<file path="src/rtl/uparc_except_unit_pkg.sv">
// Shared constants for the exception unit: cause codes, stage-kill masks and FSM encoding.
package uparc_except_unit_pkg;

    typedef enum logic [0:0] {
        ST_IDLE  = 1'b0,
        ST_FLUSH = 1'b1
    } state_t;

    localparam logic [3:0] CAUSE_INTR    = 4'd0;
    localparam logic [3:0] CAUSE_SYSCALL = 4'd1;
    localparam logic [3:0] CAUSE_BREAK   = 4'd2;
    localparam logic [3:0] CAUSE_DECODE  = 4'd3;
    localparam logic [3:0] CAUSE_BUS     = 4'd4;

    // Bit positions inside the writeback exception vector
    localparam int EXC_SYSCALL = 0;
    localparam int EXC_BREAK   = 1;
    localparam int EXC_DECODE  = 2;
    localparam int EXC_BUS     = 3;

    // Stage kill masks, bit order {wb, mem, execute, decode}
    localparam logic [3:0] KILL_NONE   = 4'b0000;
    localparam logic [3:0] KILL_DECODE = 4'b0001;
    localparam logic [3:0] KILL_ALL    = 4'b1111;

    localparam int CNT_W = 3;

    // Highest-severity synchronous exception wins; zero vector means interrupt
    function automatic logic [3:0] exc_cause(input logic [3:0] exc);
        if (exc[EXC_BUS])     return CAUSE_BUS;
        if (exc[EXC_DECODE])  return CAUSE_DECODE;
        if (exc[EXC_BREAK])   return CAUSE_BREAK;
        if (exc[EXC_SYSCALL]) return CAUSE_SYSCALL;
        return CAUSE_INTR;
    endfunction

endpackage

</file>
<file path="src/rtl/uparc_sync2.sv">
// Two-flop level synchronizer for an asynchronous input into the clk domain.
module uparc_sync2 (
    input  logic clk,
    input  logic nrst,
    input  logic d,
    output logic q
);

    logic [1:0] sync_reg;

    always_ff @(posedge clk or negedge nrst) begin
        if (!nrst) begin
            sync_reg <= 2'b00;
        end else begin
            sync_reg <= {sync_reg[0], d};
        end
    end

    assign q = sync_reg[1];

endmodule

</file>
<file path="src/rtl/uparc_except_unit.sv">
// Exception/interrupt entry controller: detects writeback events, redirects fetch
// to the vector table and nullifies the pipeline while the redirect settles.
module uparc_except_unit
    import uparc_except_unit_pkg::*;
#(
    parameter int unsigned FLUSH_CYCLES = 1
) (
    input  logic        clk,
    input  logic        nrst,
    input  logic        i_exec_stall,
    input  logic        i_mem_stall,
    input  logic        i_fetch_stall,
    input  logic        i_cop0_ie,
    input  logic [21:0] i_cop0_ivtbase,
    input  logic        i_intr,
    input  logic        i_wb_valid,
    input  logic [31:0] i_wb_pc,
    input  logic        i_wb_bd,
    input  logic [3:0]  i_wb_exc,
    output logic        o_except_start,
    output logic        o_except_dly_slt,
    output logic [31:0] o_except_raddr,
    output logic [31:0] o_except_raddr_dly,
    output logic [3:0]  o_except_cause,
    output logic        o_nullify_decode,
    output logic        o_nullify_execute,
    output logic        o_nullify_mem,
    output logic        o_nullify_wb,
    output logic        o_jump_valid,
    output logic [31:0] o_jump_addr
);

    localparam logic [CNT_W-1:0] FLUSH_LOAD = CNT_W'(FLUSH_CYCLES);

    state_t           state_reg, state_next;
    logic [CNT_W-1:0] cnt_reg, cnt_next;
    logic             intr_sync;
    logic             intr_req;
    logic             core_stall;
    logic             exc_event;
    logic [3:0]       event_cause;
    logic [3:0]       kill;

    uparc_sync2 u_intr_sync (
        .clk  (clk),
        .nrst (nrst),
        .d    (i_intr),
        .q    (intr_sync)
    );

    assign core_stall  = i_exec_stall | i_mem_stall | i_fetch_stall;
    assign intr_req    = intr_sync & i_cop0_ie;
    assign event_cause = exc_cause(i_wb_exc);

    // Gated by nrst so that outputs stay quiet for the whole reset assertion
    assign exc_event = nrst && (state_reg == ST_IDLE) && i_wb_valid &&
                       ((i_wb_exc != 4'b0000) || intr_req);

    always_ff @(posedge clk or negedge nrst) begin
        if (!nrst) begin
            state_reg <= ST_IDLE;
            cnt_reg   <= '0;
        end else begin
            state_reg <= state_next;
            cnt_reg   <= cnt_next;
        end
    end

    always_comb begin
        state_next         = state_reg;
        cnt_next           = cnt_reg;
        kill               = KILL_NONE;
        o_except_start     = 1'b0;
        o_except_dly_slt   = 1'b0;
        o_except_raddr     = '0;
        o_except_raddr_dly = '0;
        o_except_cause     = '0;
        o_jump_valid       = 1'b0;
        o_jump_addr        = '0;

        case (state_reg)
            ST_IDLE: begin
                if (exc_event) begin
                    kill               = KILL_ALL;
                    o_except_start     = 1'b1;
                    o_except_dly_slt   = i_wb_bd;
                    o_except_raddr     = i_wb_pc;
                    o_except_raddr_dly = i_wb_pc - 32'd4;
                    o_except_cause     = event_cause;
                    o_jump_valid       = 1'b1;
                    o_jump_addr        = {i_cop0_ivtbase, 4'b0000, event_cause, 2'b00};
                    // A stalled entry is re-presented until the pipeline moves
                    if (!core_stall) begin
                        state_next = ST_FLUSH;
                        cnt_next   = FLUSH_LOAD;
                    end
                end
            end
            ST_FLUSH: begin
                kill = KILL_DECODE;
                if (!core_stall) begin
                    cnt_next = cnt_reg - 3'd1;
                    if (cnt_reg <= 3'd1) begin
                        state_next = ST_IDLE;
                    end
                end
            end
            default: begin
                state_next = ST_IDLE;
                cnt_next   = '0;
            end
        endcase
    end

    assign {o_nullify_wb, o_nullify_mem, o_nullify_execute, o_nullify_decode} = kill;

endmodule

</file>
<file path="config.mk">
export PLATFORM = sky130hd
export DESIGN_NAME = uparc_except_unit
export DESIGN_NICKNAME = d
export VERILOG_FILES = /design/src/rtl/uparc_except_unit_pkg.sv /design/src/rtl/uparc_sync2.sv /design/src/rtl/uparc_except_unit.sv
export SDC_FILE = /design/constraint.sdc
export NUM_CORES = 1
export LEC_CHECK = 0
export ABC_AREA = 1
export CAP_MARGIN = 0
export CORE_MARGIN = 3
export CORE_UTILIZATION = 34
export CTS_CLUSTER_DIAMETER = 150
export DETAILED_ROUTE_END_ITERATION = 12
export HOLD_SLACK_MARGIN = 0.08
export PLACE_DENSITY = 0.95
export SETUP_SLACK_MARGIN = 0.2
export SYNTH_ARGS = -nofsm -noshare
export SYNTH_HDL_FRONTEND = slang
export SYNTH_HIERARCHICAL = 1
export SYNTH_SLANG_ARGS = --single-unit
</file>
<file path="constraint.sdc">
create_clock -name clk -period 2.7 [get_ports clk]
set_input_delay 0.54 -clock clk [delete_from_list [all_inputs] [get_ports clk]]
set_output_delay 0.54 -clock clk [all_outputs]
set_load 0.01 [all_outputs]
</file>
### After elaboration in Yosys (flattened, before gate mapping)

Index checks and enable logic that the tools add are counted.

| word-level totals | value |
|---|---|
| flip-flop bits (word level) | 6 |
| word-level logic and storage cells | 60 |

| cells by class | value |
|---|---|
| muxes and demuxes | 41 |
| reductions and logical operators | 6 |
| bitwise operators | 4 |
| add/subtract/negate cells | 2 |
| equal/unequal tests | 3 |
| $lt $le $gt $ge | 1 |

Operators by type and width:

| kind | count |
|---|---|
| 2-to-1 mux 32 bit | 6 |
| 2-to-1 mux 4 bit | 11 |
| subtractor 32 x 3 -> 32 bit, second input constant | 1 |
| 2-to-1 mux 1 bit | 18 |
| 2-to-1 mux 3 bit | 3 |
| case mux 4 bit (2 select lines) | 1 |
| != test 2 bit, second input constant | 3 |
| case mux 3 bit (2 select lines) | 1 |
| nonzero test 4 bit | 1 |
| less-or-equal comparator 3 x 1 -> 1 bit, second input constant | 1 |
| logical AND 1 bit | 3 |
| AND reduction 3 bit | 1 |
| subtractor 3 x 1 -> 3 bit, second input constant | 1 |
| OR 1 bit | 2 |
| case mux 1 bit (2 select lines) | 1 |
| bitwise AND 1 bit | 1 |
| logical OR 1 bit | 1 |
| inverter 1 bit | 1 |

### Longest topological paths before layout

Gate-level depths: netlist (run 1).

| depth | value |
|---|---|
| depth in word-level cells | 13 |
| gate-level depth with buffers | 9 |
| mapped depth without buffers | 9 |

### Modules after synthesis

Netlist (run 1), hierarchy kept.

By module, submodules not included:

| module | seq. area each (sq um) | area each (sq um) | instances | cells each |
|---|---|---|---|---|
| uparc_except_unit | 100.1 | 1843.0 | 1 | 381 |
| uparc_sync2 | 50.0 | 50.0 | 1 | 2 |

### Least setup slack after synthesis (run 1)

Ideal clock, no wire load.

| timing | value |
|---|---|
| path type | in2out |
| start | input port i_wb_valid |
| end | output port o_jump_addr[2] |
| buffers on the path | 2 |
| data required time | 2160 ps |
| setup slack | 707 ps |
| arrival time | 1453 ps |
| stages on the path | 5 |
| cells stage by stage | and3_1 > nand2_1 > buf_4 > nor3_1 > buf_4 |

| between the ends | value |
|---|---|
| cells in the longest elaborated chain, start to end | 4 |

RTL lines:

| element | line | text |
|---|---|---|
| start: declaration | uparc_except_unit.sv:16 | `input logic i_wb_valid,` |
| logical AND 1 bit (2 in series) | uparc_except_unit.sv:56 | `assign exc_event = nrst && (state_reg == ST_IDLE) && i_wb_valid &&` |
| 2-to-1 mux 32 bit | uparc_except_unit.sv:83 | `if (exc_event) begin` |
| 2-to-1 mux 32 bit | uparc_except_unit.sv:81 | `case (state_reg)` |
| end: declaration | uparc_except_unit.sv:30 | `output logic [31:0] o_jump_addr` |

Every way passes these cells.

### Worst setup path after layout (run 1)

| timing | value |
|---|---|
| start | input port i_wb_valid |
| end | output port o_except_raddr[0] |

| between the ends | value |
|---|---|
| cells in the longest elaborated chain, start to end | 4 |

RTL lines:

| element | line | text |
|---|---|---|
| logical AND 1 bit (2 in series) | uparc_except_unit.sv:56 |  |
| 2-to-1 mux 32 bit | uparc_except_unit.sv:83 |  |
| 2-to-1 mux 32 bit | uparc_except_unit.sv:81 |  |
| end: declaration | uparc_except_unit.sv:22 | `output logic [31:0] o_except_raddr,` |

Every way passes these cells.

==> results of run 1 <==
==> worst paths after layout <==
check / startpoint / to / slack, ps / depth (start not counted)
worst min register to register: u_intr_sync/sync_reg[0]$_DFF_PN0_ / u_intr_sync/sync_reg[1]$_DFF_PN0_ / 360 / 0
max in group asynchronous: nrst / cnt_reg[2]$_DFFE_PN0P_ / 2200 / 2
worst max register to register: state_reg$_DFF_PN0_ / cnt_reg[2]$_DFFE_PN0P_ / 1190 / 8
worst max-delay path: i_wb_valid / o_except_raddr[0] / 220 / 7
worst min-delay path: u_intr_sync/sync_reg[0]$_DFF_PN0_ / u_intr_sync/sync_reg[1]$_DFF_PN0_ / 360 / 0
min in group asynchronous: nrst / cnt_reg[0]$_DFFE_PN0P_ / 380 / 2
==> worst max-delay path, stage by stage <==
cell             delay (ps)
clkdlybuf4s50_1         460
and3_4                  200
nand2_4                  90
buf_8                   150
buf_12                  150
nor2_2                  110
clkdlybuf4s15_2         240
==> final cells by class <==
type                       instances  area [um^2]
timing repair buffer             225         1831
multi-input combinational        285         1429
fill                             480         1418
inverter                          73        279.0
sequential                         6        150.1
tap                               70        87.58
clock buffer                       3        41.29
antenna                            1        2.502
==> cell usage in the layout (no fill, tap or decap), drive strengths merged <==
master	netlist	layout
nor2	142	142
buf	26	79
nand2	78	78
inv	73	73
dlygate4sd2	0	63
clkbuf	0	35
clkdlybuf4s50	0	34
a21oi	15	15
nor3	11	11
o21ai	11	11
clkdlybuf4s15	0	10
conb	1	8
dlymetal6s2s	0	7
nand3	7	7
dfrtp	6	6
xor2	4	4
ha	3	3
o22ai	2	2
diode	0	1
and3	1	1
nand3b	1	1
o21a	1	1
or2	1	1
==> routing by layer <==
metal	vias up	part of all wire, %
li1	1526	-
met5	-	0
met4	0	2.6
met3	26	8.3
met2	141	53
met1	1375	37
==> timing repair <==
item,CTS,global route
resized for setup,225,96
pin swaps,26,17
setup endpoints to repair,99,88
setup buffers,10,5
==> kinds of logic after synthesis <==
family / after synthesis
XOR/XNOR: 4
buffers and inverters: 99
other: 1
flip-flops: 6
adder cells (fa/ha/maj): 3
AO/OA/AOI/OAI: 29
AND/OR/NAND/NOR: 241
==> power by group <==
group	internal (mW)	switching, mW	leakage [nW]
clock network	0.0961	0.0422	0.0216
registers	0.121	0.0187	0.0733
logic	0.381	0.434	2.15
total	0.598	0.495	2.24
==> results.sh, run 1 <==
export IMPL_synth_seq_cells=6
export IMPL_instances_no_fill=663
export IMPL_synth_compound_area_share_pct=7.931
export IMPL_syn2layout_area_growth_pct=101.8
export IMPL_end_kind="output port"
export IMPL_clock_sinks=6
export IMPL_fin_util_pct=72.93
export IMPL_antenna_left=0
export IMPL_met2_usage_pct=48.01
export IMPL_drive_above_1_share_pct=32.09
export IMPL_viasPerCell=4.627
export IMPL_cts_hold_fix_buffers=0
export IMPL_totalWireLength_um=8605
export IMPL_num_vias=3068
export IMPL_cts_max_level=1
export IMPL_clock_fmax_ghz=0.4025
export IMPL_grt_pass1_vias=3033
export IMPL_yosysMostFrequentCell="nor2_1"
export IMPL_final_period_utilization_pct=92.02
export IMPL_setup_slack_ps=215.5
export IMPL_met3_usage_pct=4.821
export IMPL_drv_slew=0
export IMPL_synth_xor_area_share_pct=1.851
export IMPL_start_kind="input pin"
export IMPL_synth_area_top_cells="nor2_1, nand2_1, inv_1"
export IMPL_die_w_um=80.62
export IMPL_ys_seq_area_share_pct=7.931
export IMPL_largest_register_ff_count=3
export IMPL_power_density_nw_per_um2=286.1
export IMPL_placed_area_um2=3802
export IMPL_ys_types=25
export IMPL_finalHoldViolCount=0
export IMPL_crit_type="in -> out"
export IMPL_fin_area_um2=3820
export IMPL_drc_errors=0
export IMPL_antenna_found_initial=0
export IMPL_clock_latency_ps=230
export IMPL_synth_top_family_by_area="simple AND/OR/NAND/NOR gates"
export IMPL_yosysTopAreaCellShare_pct=26.17
export IMPL_synthMuxAreaShare_pct=0
export IMPL_synth_commonest_cells="nor2_1, nand2_1, inv_1"
export IMPL_synth_top_cell_by_area="nor2_1"
export IMPL_synth_top_flop_cell="dfrtp_1"
export IMPL_avgSynthCellArea_um2=4.943
export IMPL_cts_root_buf="clkbuf_8"
export IMPL_numCtsBuffers=3
export IMPL_setup_viol_count_final=0
export IMPL_p_leak_nw=2.241
export IMPL_use_met1_pct=27.46
export IMPL_synth_cells=383
export IMPL_start_util_pct=36.14
export IMPL_dieArea_um2=6499
export IMPL_synth_adder_area_share_pct=1.983
export IMPL_place_detailed_hpwl_um=6881
export IMPL_io_pins=174
export IMPL_dp_slack_ps=-393.0
export IMPL_hold_path_class="reg -> reg"
export IMPL_coreArea_um2=5238
export IMPL_totalPowerFinal_mw=1.093
export IMPL_ir_drop_v=0.0002930
export IMPL_die_h_um=80.62
export IMPL_critPathArrivalTime_ps=1940
export IMPL_rows=26
export IMPL_grt_pass1_wl_um=13210
export IMPL_required_ps=2160
export IMPL_run_status="complete, no violations"
export IMPL_netlist_area_um2=1893
export IMPL_routedWlPerCell_um=12.98
export IMPL_path_clk_slew_ps=30
export IMPL_max_cap_violations=0
export IMPL_synth_simple_area_share_pct=53.93
export IMPL_post_route_min_period_ps=2485
export IMPL_fin_skew_ps=4.522
export IMPL_place_congestion=0.8854
export IMPL_grt_max_degree=21
export IMPL_place_inst=644
export IMPL_grt_busiest_layer="met2"
export IMPL_rsz0062_at_grt="true"
export IMPL_cts_buffer_depth=2
export IMPL_synth_edff_count=0
export IMPL_drt_initial_drc_count=107
export IMPL_fin_tns_setup_ps=0
export IMPL_grt_ovfl_total=0
export IMPL_track_usage_pct=25.08
export IMPL_cts_tree="done"
export IMPL_whs_ps=359.7
export IMPL_async_reset_ff_share_pct=100.0
export IMPL_yosysWarnings=6
export IMPL_finalNetCount=664
export IMPL_dr_pass1_iters=4
export IMPL_cp_max_fo=16
export IMPL_port_buffers=165
(Power assumes the default switching activity.)
==> run 2: changes to the inputs <==
--- a/config.mk
+++ b/config.mk
@@ -8,11 +8,11 @@
 export ABC_AREA = 1
 export CAP_MARGIN = 0
 export CORE_MARGIN = 3
-export CORE_UTILIZATION = 34
+export CORE_UTILIZATION = 29
 export CTS_CLUSTER_DIAMETER = 150
 export DETAILED_ROUTE_END_ITERATION = 12
 export HOLD_SLACK_MARGIN = 0.08
-export PLACE_DENSITY = 0.95
+export PLACE_DENSITY = 0.9
 export SETUP_SLACK_MARGIN = 0.2
 export SYNTH_ARGS = -nofsm -noshare
 export SYNTH_HDL_FRONTEND = slang
==> constraint.sdc (replaced) <==
create_clock -name clk -period 2.1 [get_ports clk]
set_input_delay 0.42 -clock clk [delete_from_list [all_inputs] [get_ports clk]]
set_output_delay 0.42 -clock clk [all_outputs]
set_load 0.01 [all_outputs]
==> run 2 against run 1 <==
Effect of this change: the run now ends with setup timing left; core utilization rose by 11 points; sequential share of layout area fell by 1.0 points; die area rose by 16%; via count rose by 23%; design area rose by 35%; final cell count rose by 5.7%; sequential power rose by 34%; clock power rose by 26%; count of clock-buffer cells in the layout did not move; combinational power rose by 110%; hold slack got worse by 130 ps; clock skew barely moved; highest routed layer unchanged.
==> results.sh, run 2 (synthesis results as in run 1) <==
export IMPL_cts_tree="done"
export IMPL_grt_max_degree=22
export IMPL_track_usage_pct=23.89
export IMPL_finalHoldViolCount=0
export IMPL_setup_viol_count_final=3
export IMPL_dp_slack_ps=-728.8
export IMPL_dieArea_um2=7533
export IMPL_hold_path_class="in -> async"
export IMPL_syn2layout_area_growth_pct=172.0
export IMPL_path_clk_slew_ps=40
export IMPL_critPathArrivalTime_ps=1720
export IMPL_totalWireLength_um=13480
export IMPL_cts_hold_fix_buffers=0
export IMPL_drive_above_1_share_pct=65.12
export IMPL_slowest_stage="nor2_4"
export IMPL_grt_ovfl_total=0
export IMPL_whs_ps=232.0
export IMPL_antenna_found_initial=1
export IMPL_drv_slew=0
export IMPL_final_period_utilization_pct=102.1
export IMPL_num_vias=3762
export IMPL_drt_initial_drc_count=202
export IMPL_p_leak_nw=2.604
export IMPL_numCtsBuffers=3
export IMPL_finalNetCount=697
export IMPL_path_buf_inv=4
export IMPL_fin_skew_ps=4.048
export IMPL_power_density_nw_per_um2=409.0
export IMPL_end_kind="output port"
export IMPL_rsz0062_at_grt="true"
export IMPL_start_kind="input pin"
export IMPL_clock_latency_ps=220
export IMPL_layout_commonest_cell="buf_6"
export IMPL_place_detailed_hpwl_um=6853
export IMPL_run_status="complete, but fails checks"
export IMPL_rows=28
export IMPL_die_h_um=86.80
export IMPL_ir_drop_v=0.0004889
export IMPL_seq_area_um2=150.1
export IMPL_routedWlPerCell_um=19.23
export IMPL_path_cells="buf_2 > nor2_4 > nand2_4 > nor2_4 > buf_6 > buf_4 > nand3_1 > nand2_1 > nand2_2 > nor2_1 > buf_2"
export IMPL_crit_type="in -> out"
export IMPL_io_pins=174
export IMPL_final_cell_mix="buf_6, buf_2, nor2_4"
export IMPL_drc_errors=0
export IMPL_port_buffers=165
export IMPL_cts_buffer_depth=2
export IMPL_place_congestion=0.9422
export IMPL_multiInputGateArea_um2=2156
export IMPL_viasPerCell=5.367
export IMPL_cts_max_level=1
export IMPL_required_ps=1680
export IMPL_max_cap_violations=0
export IMPL_cts_root_buf="clkbuf_8"
export IMPL_die_w_um=86.80
export IMPL_fillers=327
export IMPL_crit_path_max_incr_delay_ps=170
export IMPL_start_util_pct=30.88
export IMPL_grt_pass1_wl_um=14740
export IMPL_clock_fmax_ghz=0.4662
export IMPL_cp_max_fo=4
export IMPL_largest_register_ff_count=3
export IMPL_setup_slack_ps=-44.89
export IMPL_grt_pass1_vias=3215
export IMPL_dr_pass1_iters=5
export IMPL_clock_sinks=6
export IMPL_post_route_min_period_ps=2145
export IMPL_violations="setup timing"
export IMPL_coreArea_um2=6131
export IMPL_path_delay_family="simple AND/OR/NAND/NOR gates"
export IMPL_antenna_left=0
==> run 2: cell type report <==
cell class,instances,share of cell area [%]
antenna,1,0.04859
clock buffer,3,0.8017
inverter,73,5.758
multi-input combinational,285,41.86
sequential,6,2.915
tap,75,1.822
timing repair buffer,258,46.79
==> run 2: metal layers <==
| layer | share of wire [%] | GRT usage (%) |
|---|---|---|
| met4 | 9.5 | 7.649 |
| met1 | 31 | 26.37 |
| met3 | 8.7 | 3.897 |
| met2 | 51 | 45.69 |
| met5 | 0 | 0 |
==> run 2: metrics by stage <==
stage          std cells  TNS [ps]  power (mW)  util, %  area, um^2
6_report             701    -83.77       2.106    84.00        5150
5_1_grt              701    -337.2       2.202    84.00        5150
4_1_cts              675         0       1.587    66.49        4076
3_5_place_dp         647    -46630       1.300    61.47        3769
3_3_place_gp         647    -44090       1.267    61.47        3769
2_1_floorplan        390         0      0.7062        -        1919
==> run 2: path summary, 6_finish.rpt <==
check / start / to / slack [ps] / cells after the start
max: i_wb_pc[6] / o_except_raddr_dly[26] / -40 / 11
min: nrst / u_intr_sync/sync_reg[1]$_DFF_PN0_ / 230 / 2
min reg2reg: u_intr_sync/sync_reg[0]$_DFF_PN0_ / u_intr_sync/sync_reg[1]$_DFF_PN0_ / 360 / 0
max in group asynchronous: nrst / cnt_reg[1]$_DFFE_PN0P_ / 1750 / 2
min in group clk: u_intr_sync/sync_reg[0]$_DFF_PN0_ / u_intr_sync/sync_reg[1]$_DFF_PN0_ / 360 / 0
max reg2reg: state_reg$_DFF_PN0_ / cnt_reg[2]$_DFFE_PN0P_ / 220 / 11
==> run 2: power by group <==
| group | internal (mW) | switching, mW |
|---|---|---|
| Sequential | 0.156 | 0.0322 |
| Combinational | 0.869 | 0.875 |
| Clock | 0.123 | 0.0504 |
| Total | 1.15 | 0.958 |
==> run 2: what timing repair did <==
action	4_1_cts	5_1_grt
hold endpoints to repair	0	0
pin swaps	58	83
endpoints found under the setup margin	99	102
buffers inserted	21	21
gates resized for setup	531	348
gates cloned	4	4
==> run 2: worst register-to-register path, stage by stage (launching register included) <==
cell and delay (ps):
dfrtp_1 400, inv_2 80, and3_4 210, nand2_8 100, buf_12 150, buf_16 140
buf_6 120, buf_4 140, a21oi_2 200, inv_1 100, nand2_1 60, nand2_1 60
